===== src/rtl/rc_osc_freq_counter.sv =====
`default_nettype none
// ============================================================================
// Module      : rc_osc_freq_counter
// Description : Multi-channel frequency counter for the on-chip RC oscillators.
//               The selected oscillator is synchronised into clk, and its rising
//               edges are counted over a programmable gate window of clk cycles.
//               Supports single-shot and continuous (back-to-back) operation.
// Ports       : clk, rst_n              clock / async active-low reset
//               ena                     block enable, low aborts to IDLE
//               osc_in[NCH]             raw oscillator inputs (async to clk)
//               ch_sel, gate_len        channel / window, latched at start
//               mode_cont, start        continuous mode / one-cycle request
//               busy                    high whenever not IDLE
//               result, result_ch,      last completed measurement
//               result_ovf, result_vld  saturation flag / one-cycle update pulse
// Revision    : 1.0 - initial release
// ============================================================================
module rc_osc_freq_counter #(
    parameter int NCH    = 4,
    parameter int CNT_W  = 16,
    parameter int GATE_W = 16,
    localparam int CH_W  = $clog2(NCH)
) (
    input  logic              clk,
    input  logic              rst_n,
    input  logic              ena,
    input  logic [NCH-1:0]    osc_in,
    input  logic [CH_W-1:0]   ch_sel,
    input  logic [GATE_W-1:0] gate_len,
    input  logic              mode_cont,
    input  logic              start,
    output logic              busy,
    output logic [CNT_W-1:0]  result,
    output logic [CH_W-1:0]   result_ch,
    output logic              result_ovf,
    output logic              result_vld
);

    typedef enum logic [1:0] {
        S_IDLE   = 2'd0,
        S_SETTLE = 2'd1,
        S_GATE   = 2'd2,
        S_DONE   = 2'd3
    } state_t;

    localparam logic [CH_W:0]     c_NCH         = (CH_W+1)'(NCH);
    localparam logic [CNT_W-1:0]  c_CNT_MAX     = '1;
    localparam logic [GATE_W-1:0] c_SETTLE_LAST = GATE_W'(2);

    state_t              r_state;
    logic                r_busy;
    logic [CH_W-1:0]     r_ch;
    logic [GATE_W-1:0]   r_gate;
    logic [GATE_W-1:0]   r_timer;
    logic [CNT_W-1:0]    r_cnt;
    logic                r_ovf;
    logic [CNT_W-1:0]    r_result;
    logic [CH_W-1:0]     r_result_ch;
    logic                r_result_ovf;
    logic                r_result_vld;
    logic                r_s1, r_s2, r_s3;

    logic                w_osc;
    logic                w_rise;
    logic                w_cnt_sat;
    logic [CNT_W-1:0]    w_cnt_nxt;
    logic                w_ovf_nxt;
    logic [CH_W-1:0]     w_ch_eff;
    logic [GATE_W-1:0]   w_gate_eff;

    // Out-of-range channel numbers fall back to channel 0; a zero gate is one cycle.
    assign w_ch_eff   = ({1'b0, ch_sel} < c_NCH) ? ch_sel : '0;
    assign w_gate_eff = (gate_len == '0) ? GATE_W'(1) : gate_len;

    assign w_osc      = osc_in[r_ch];
    assign w_rise     = r_s2 & ~r_s3;
    assign w_cnt_sat  = (r_cnt == c_CNT_MAX);
    assign w_cnt_nxt  = (w_rise && !w_cnt_sat) ? r_cnt + CNT_W'(1) : r_cnt;
    assign w_ovf_nxt  = r_ovf | (w_rise & w_cnt_sat);

    // Synchroniser plus edge-detect flop. It is flushed in IDLE and DONE so each
    // window starts empty; the three SETTLE cycles then refill all three flops
    // from the newly latched channel, so the first GATE cycle sees real history
    // and no stale edge can be counted.
    always_ff @(posedge clk or negedge rst_n) begin
        if (!rst_n) begin
            r_s1 <= 1'b0;
            r_s2 <= 1'b0;
            r_s3 <= 1'b0;
        end else if (r_state == S_IDLE || r_state == S_DONE) begin
            r_s1 <= 1'b0;
            r_s2 <= 1'b0;
            r_s3 <= 1'b0;
        end else begin
            r_s1 <= w_osc;
            r_s2 <= r_s1;
            r_s3 <= r_s2;
        end
    end

    // Measurement FSM. The result registers and the valid pulse are loaded on
    // the GATE->DONE edge so result_vld is high exactly during the DONE cycle.
    always_ff @(posedge clk or negedge rst_n) begin
        if (!rst_n) begin
            r_state      <= S_IDLE;
            r_busy       <= 1'b0;
            r_ch         <= '0;
            r_gate       <= '0;
            r_timer      <= '0;
            r_cnt        <= '0;
            r_ovf        <= 1'b0;
            r_result     <= '0;
            r_result_ch  <= '0;
            r_result_ovf <= 1'b0;
            r_result_vld <= 1'b0;
        end else begin
            r_result_vld <= 1'b0;
            if (!ena) begin
                r_state <= S_IDLE;
                r_busy  <= 1'b0;
            end else begin
                case (r_state)
                    S_IDLE: begin
                        if (start) begin
                            r_state <= S_SETTLE;
                            r_busy  <= 1'b1;
                            r_ch    <= w_ch_eff;
                            r_gate  <= w_gate_eff;
                            r_timer <= c_SETTLE_LAST;
                            r_cnt   <= '0;
                            r_ovf   <= 1'b0;
                        end
                    end
                    S_SETTLE: begin
                        if (r_timer == '0) begin
                            r_state <= S_GATE;
                            r_timer <= r_gate - GATE_W'(1);
                        end else begin
                            r_timer <= r_timer - GATE_W'(1);
                        end
                    end
                    S_GATE: begin
                        r_cnt <= w_cnt_nxt;
                        r_ovf <= w_ovf_nxt;
                        if (r_timer == '0) begin
                            r_state      <= S_DONE;
                            r_result     <= w_cnt_nxt;
                            r_result_ch  <= r_ch;
                            r_result_ovf <= w_ovf_nxt;
                            r_result_vld <= 1'b1;
                        end else begin
                            r_timer <= r_timer - GATE_W'(1);
                        end
                    end
                    S_DONE: begin
                        if (mode_cont) begin
                            r_state <= S_SETTLE;
                            r_ch    <= w_ch_eff;
                            r_gate  <= w_gate_eff;
                            r_timer <= c_SETTLE_LAST;
                            r_cnt   <= '0;
                            r_ovf   <= 1'b0;
                        end else begin
                            r_state <= S_IDLE;
                            r_busy  <= 1'b0;
                        end
                    end
                    default: begin
                        r_state <= S_IDLE;
                        r_busy  <= 1'b0;
                    end
                endcase
            end
        end
    end

    assign busy       = r_busy;
    assign result     = r_result;
    assign result_ch  = r_result_ch;
    assign result_ovf = r_result_ovf;
    assign result_vld = r_result_vld;

endmodule
`default_nettype wire


===== config.mk =====
export PLATFORM = sky130hd
export DESIGN_NAME = rc_osc_freq_counter
export DESIGN_NICKNAME = d
export VERILOG_FILES = /design/src/rtl/rc_osc_freq_counter.sv
export SDC_FILE = /design/constraint.sdc
export NUM_CORES = 1
export LEC_CHECK = 0
export ABC_AREA = 0
export CORE_MARGIN = 2
export CORE_UTILIZATION = 50
export CTS_CLUSTER_DIAMETER = 40
export CTS_CLUSTER_SIZE = 40
export DETAILED_ROUTE_END_ITERATION = 6
export PLACE_DENSITY_LB_ADDON = 0.12
export SLEW_MARGIN = 0
export SYNTH_ARGS = -nofsm -noshare
export SYNTH_HDL_FRONTEND = slang
export SYNTH_SLANG_ARGS = --single-unit

===== constraint.sdc =====
create_clock -name clk -period 3.2 [get_ports clk]
set_clock_uncertainty 0.1 [all_clocks]
set_input_delay 0.96 -clock clk [delete_from_list [all_inputs] [get_ports clk]]
set_output_delay 0.96 -clock clk [all_outputs]
set_load 0.02 [all_outputs]

==> flow_summary.yaml <==
outcome:
  run_status: "finished clean"
power_and_ir_drop:
  p_sw_uw: 1584
  power.leakage_uw: 0.002215
  powerDensity_nw_per_um2: 747.1
  irDropWorstVdd_v: 0.0004962
  power_frac_seq_pct: 36.7
  power.share.clock_pct: 18.4
  p_int_uw: 2312
  swShare_pct: 40.66
  total_power_uw: 3896
  pwr-share-comb_pct: 44.9
sta:
  max_freq_mhz: 378.7
  slew_headroom_pct: 58.01
  fin_hold_ws_ps: 373.7
  period_minus_slack_ps: 2640
  fin_crit_sh_pct: 82.51
  layout_setup_ws_ps: 559.7
  tightestPinTransition_ps: 629.8
  rsz0062_at_grt: "false"
  final_hold_viol_count: 0
  setup_viol: 0
  setup_tns_ps: 0
  drv_slew: 0
setup_path:
  r2r_cells: 8
  worst-setup-path-type: "in -> reg"
  cp_max_fo: 13
  reg2reg_from: "r_state[0]$_DFFE_PN0P_"
  critPathLaunchType: "input pin"
  reg2reg_to: "r_timer[13]$_DFFE_PN0P_"
  critical_path_required_ps: 3330
  cp-end-kind: "register"
  worst-r2r-setup-slack_ps: 820
  cp_data_arrival_time_ps: 2770
die:
  die-area_sq_um: 9609
  io-pin-count: 48
  row_count: 34
  core_sq_um: 8636
  die_h_microns: 98.03
  fp.dieW_microns: 98.03
  start_util_pct: 51.19
clocking:
  clkTransAtPathRegs_ps: 80
  cts_max_level: 3
  cts_buffers: 9
  cts_max_path_buffers: 2
  cts_hold_buf: 0
  clk_latency_ps: 340
  root_buffer: "clkbuf_8"
  cts_tree: "yes"
  cts_setup_buffers: 0
  clock_sinks: 77
  cts.repair.resized: 0
yosys:
  synth_top_area_share_pct: 43.59
  syn-cell-area_sq_um: 4420
  synth-seq-area-share_pct: 43.59
  syn_avg_cell_area_sq_um: 9.527
  netlist-cell-type-count: 72
  netlist_instances: 464
  synthesis.nets: 499
  synth-edff-count: 0
  yosys_warnings: 0
  synth_ff_type: "dfrtp_1"
  synth.area.top_cells: "dfrtp_1 44%, nand2_1 4.7%, o21ai_0 4.5%, xor2_1 3.8%, a22o_1 3.6%"
  async_reset_ff_share_pct: 100.0
  synth_top_cell_by_area: "dfrtp_1"
  synth-seq-cells: 77
min_path:
  min_to: "r_s2$_DFF_PN0_"
  hold_class: "reg -> reg"
  hp-start: "r_s1$_DFF_PN0_"
  hold_path_depth: 1
place:
  pre_cts_ws_ps: 204.4
  gp_routability_congestion: 0.9124
  io_buffer_count: 47
  dp_hpwl_microns: 6989
cells_and_area:
  fin_nets: 548
  final_util_pct: 60.39
  drive_above_1_share_pct: 11.24
  synthToLayoutAreaGrowth_pct: 17.97
  insertedDiodeCount: 0
detailed_routing:
  vias: 3504
  drt_pass1_iterations: 4
  drc: 0
  via_per_inst: 5.615
  drtIter0Drc: 122
  final_antenna_net_count: 0
  drt_wl_total_microns: 9346
  wire_per_inst_microns: 14.98
grt:
  grt_pass1_vias: 3454
  grt_usage_pct: 21.11
  grt_max_degree: 45
  grt_pass1_wl_microns: 16410
  grt_overflow_total: 0
  antenna_found_initial: 0
run:
  maxCapViolCount: 0
[placed cells by master, fill, tap and decap left out, types with 4 or more instances in the layout]
master and n:
and3_1 5, a22o_1 18, xnor2_1 15, nor4_1 8, nand3_1 14, o211ai_1 4, inv_1 13, mux2i_1 12
clkdlybuf4s50_1 46, xor2_1 19, o22ai_1 4, nand4_1 5, nor3_1 16, mux2_2 8, ha_1 8, o21ai_0 40
a21o_1 4, buf_4 10, o21ai_1 4, nor2_1 28, nor2b_1 5, nand2_1 55, dfrtp_1 77, a21oi_1 20
clkbuf_8 10, and2_1 5
[routing by layer]
layer	global-route usage [%]	wire, microns	vias up
met2	36.14	4621	62
met5	0	0	-
met1	26.42	4244	1656
met4	9.295	187	0
li1	-	-	1770
met3	3.293	293	16
[metrics by stage]
| step | instances | instance area [sq um] |
|---|---|---|
| final | 624 | 5215 |
| after global routing | 624 | 5215 |
| after CTS | 624 | 5215 |
| after detailed placement | 610 | 5027 |
| after global placement | 610 | 5027 |
| after floorplan | 464 | 4420 |
[synthesized netlist by cell type, types with 3 or more instances]
cell type and number:
nor2_1 28, mux2i_1 12, and3_1 5, ha_1 8, o21ai_0 40, dfrtp_1 77
o21a_1 3, o21ai_1 4, a21oi_1 20, o211ai_1 4, clkbuf_1 9, a21o_1 4
o22ai_1 4, nor3_1 16, nor2b_1 5, and2_1 5, nand4_1 5, buf_2 6
nand3_1 14, nand2_1 55, nor4_1 8, a22o_1 18, xnor2_1 15, mux2_2 8
and4_1 3, inv_1 13, xor2_1 19
[flip-flops by register name (all words and copies together) (netlist names), 2 cells and up]
| name | count |
|---|---|
| r_cnt | 16 |
| r_timer | 16 |
| result | 16 |
| r_gate | 16 |
| r_state | 2 |
| r_ch | 2 |
| result_ch | 2 |
[worst max-delay path, cell delays in order]
cell and delay [ps]:
clkdlybuf4s50_1 430, or2b_2 330, and3_1 250, o21ai_2 240, buf_4 220, mux2_2 320
[power groups by stage]
stage,Combinational [uW],Sequential [uW],Clock (uW)
2_1_floorplan,1280,1420,0
3_3_place_gp,1720,1430,0
3_5_place_dp,1740,1450,0
4_1_cts,1750,1430,747
5_1_grt,1930,1470,793
6_report,1750,1430,718
[how the worst max path moves through the flow]
stage,end,start,cells past startpoint
final,r_gate[9]$_DFFE_PN0P_,mode_cont,6
after CTS,r_gate[10]$_DFFE_PN0P_,mode_cont,6
after global placement,r_gate[11]$_DFFE_PN0P_,mode_cont,6
after floorplan,r_timer[13]$_DFFE_PN0P_,mode_cont,7
after detailed placement,r_gate[10]$_DFFE_PN0P_,mode_cont,6
after global routing,r_gate[0]$_DFFE_PN0P_,mode_cont,6
[kinds of logic (layout without fill, tap and decap cells)]
group / count (synthesis) / count (layout) / synth area share [%]
xor gates and xnor gates: 34 / 34 / 6.737
AOI/OAI and AO/OA: 118 / 118 / 17.63
DFF: 77 / 77 / 43.59
adders and majority gates: 8 / 8 / 2.264
buffers and inverters: 33 / 85 / 3.453
muxes: 21 / 21 / 5.265
and+or+nand+nor: 173 / 173 / 21.06
[area by class of cell]
class	count	area, sq um
clock buffers	10	137.6
clock inverters	4	50.05
fillers	784	3421
inverters	13	48.80
multi-input cells	354	2341
flip-flops and latches	77	1927
well taps	108	135.1
repair buffers	58	575.6
Note: power is estimated with default switching activity, not from simulation.
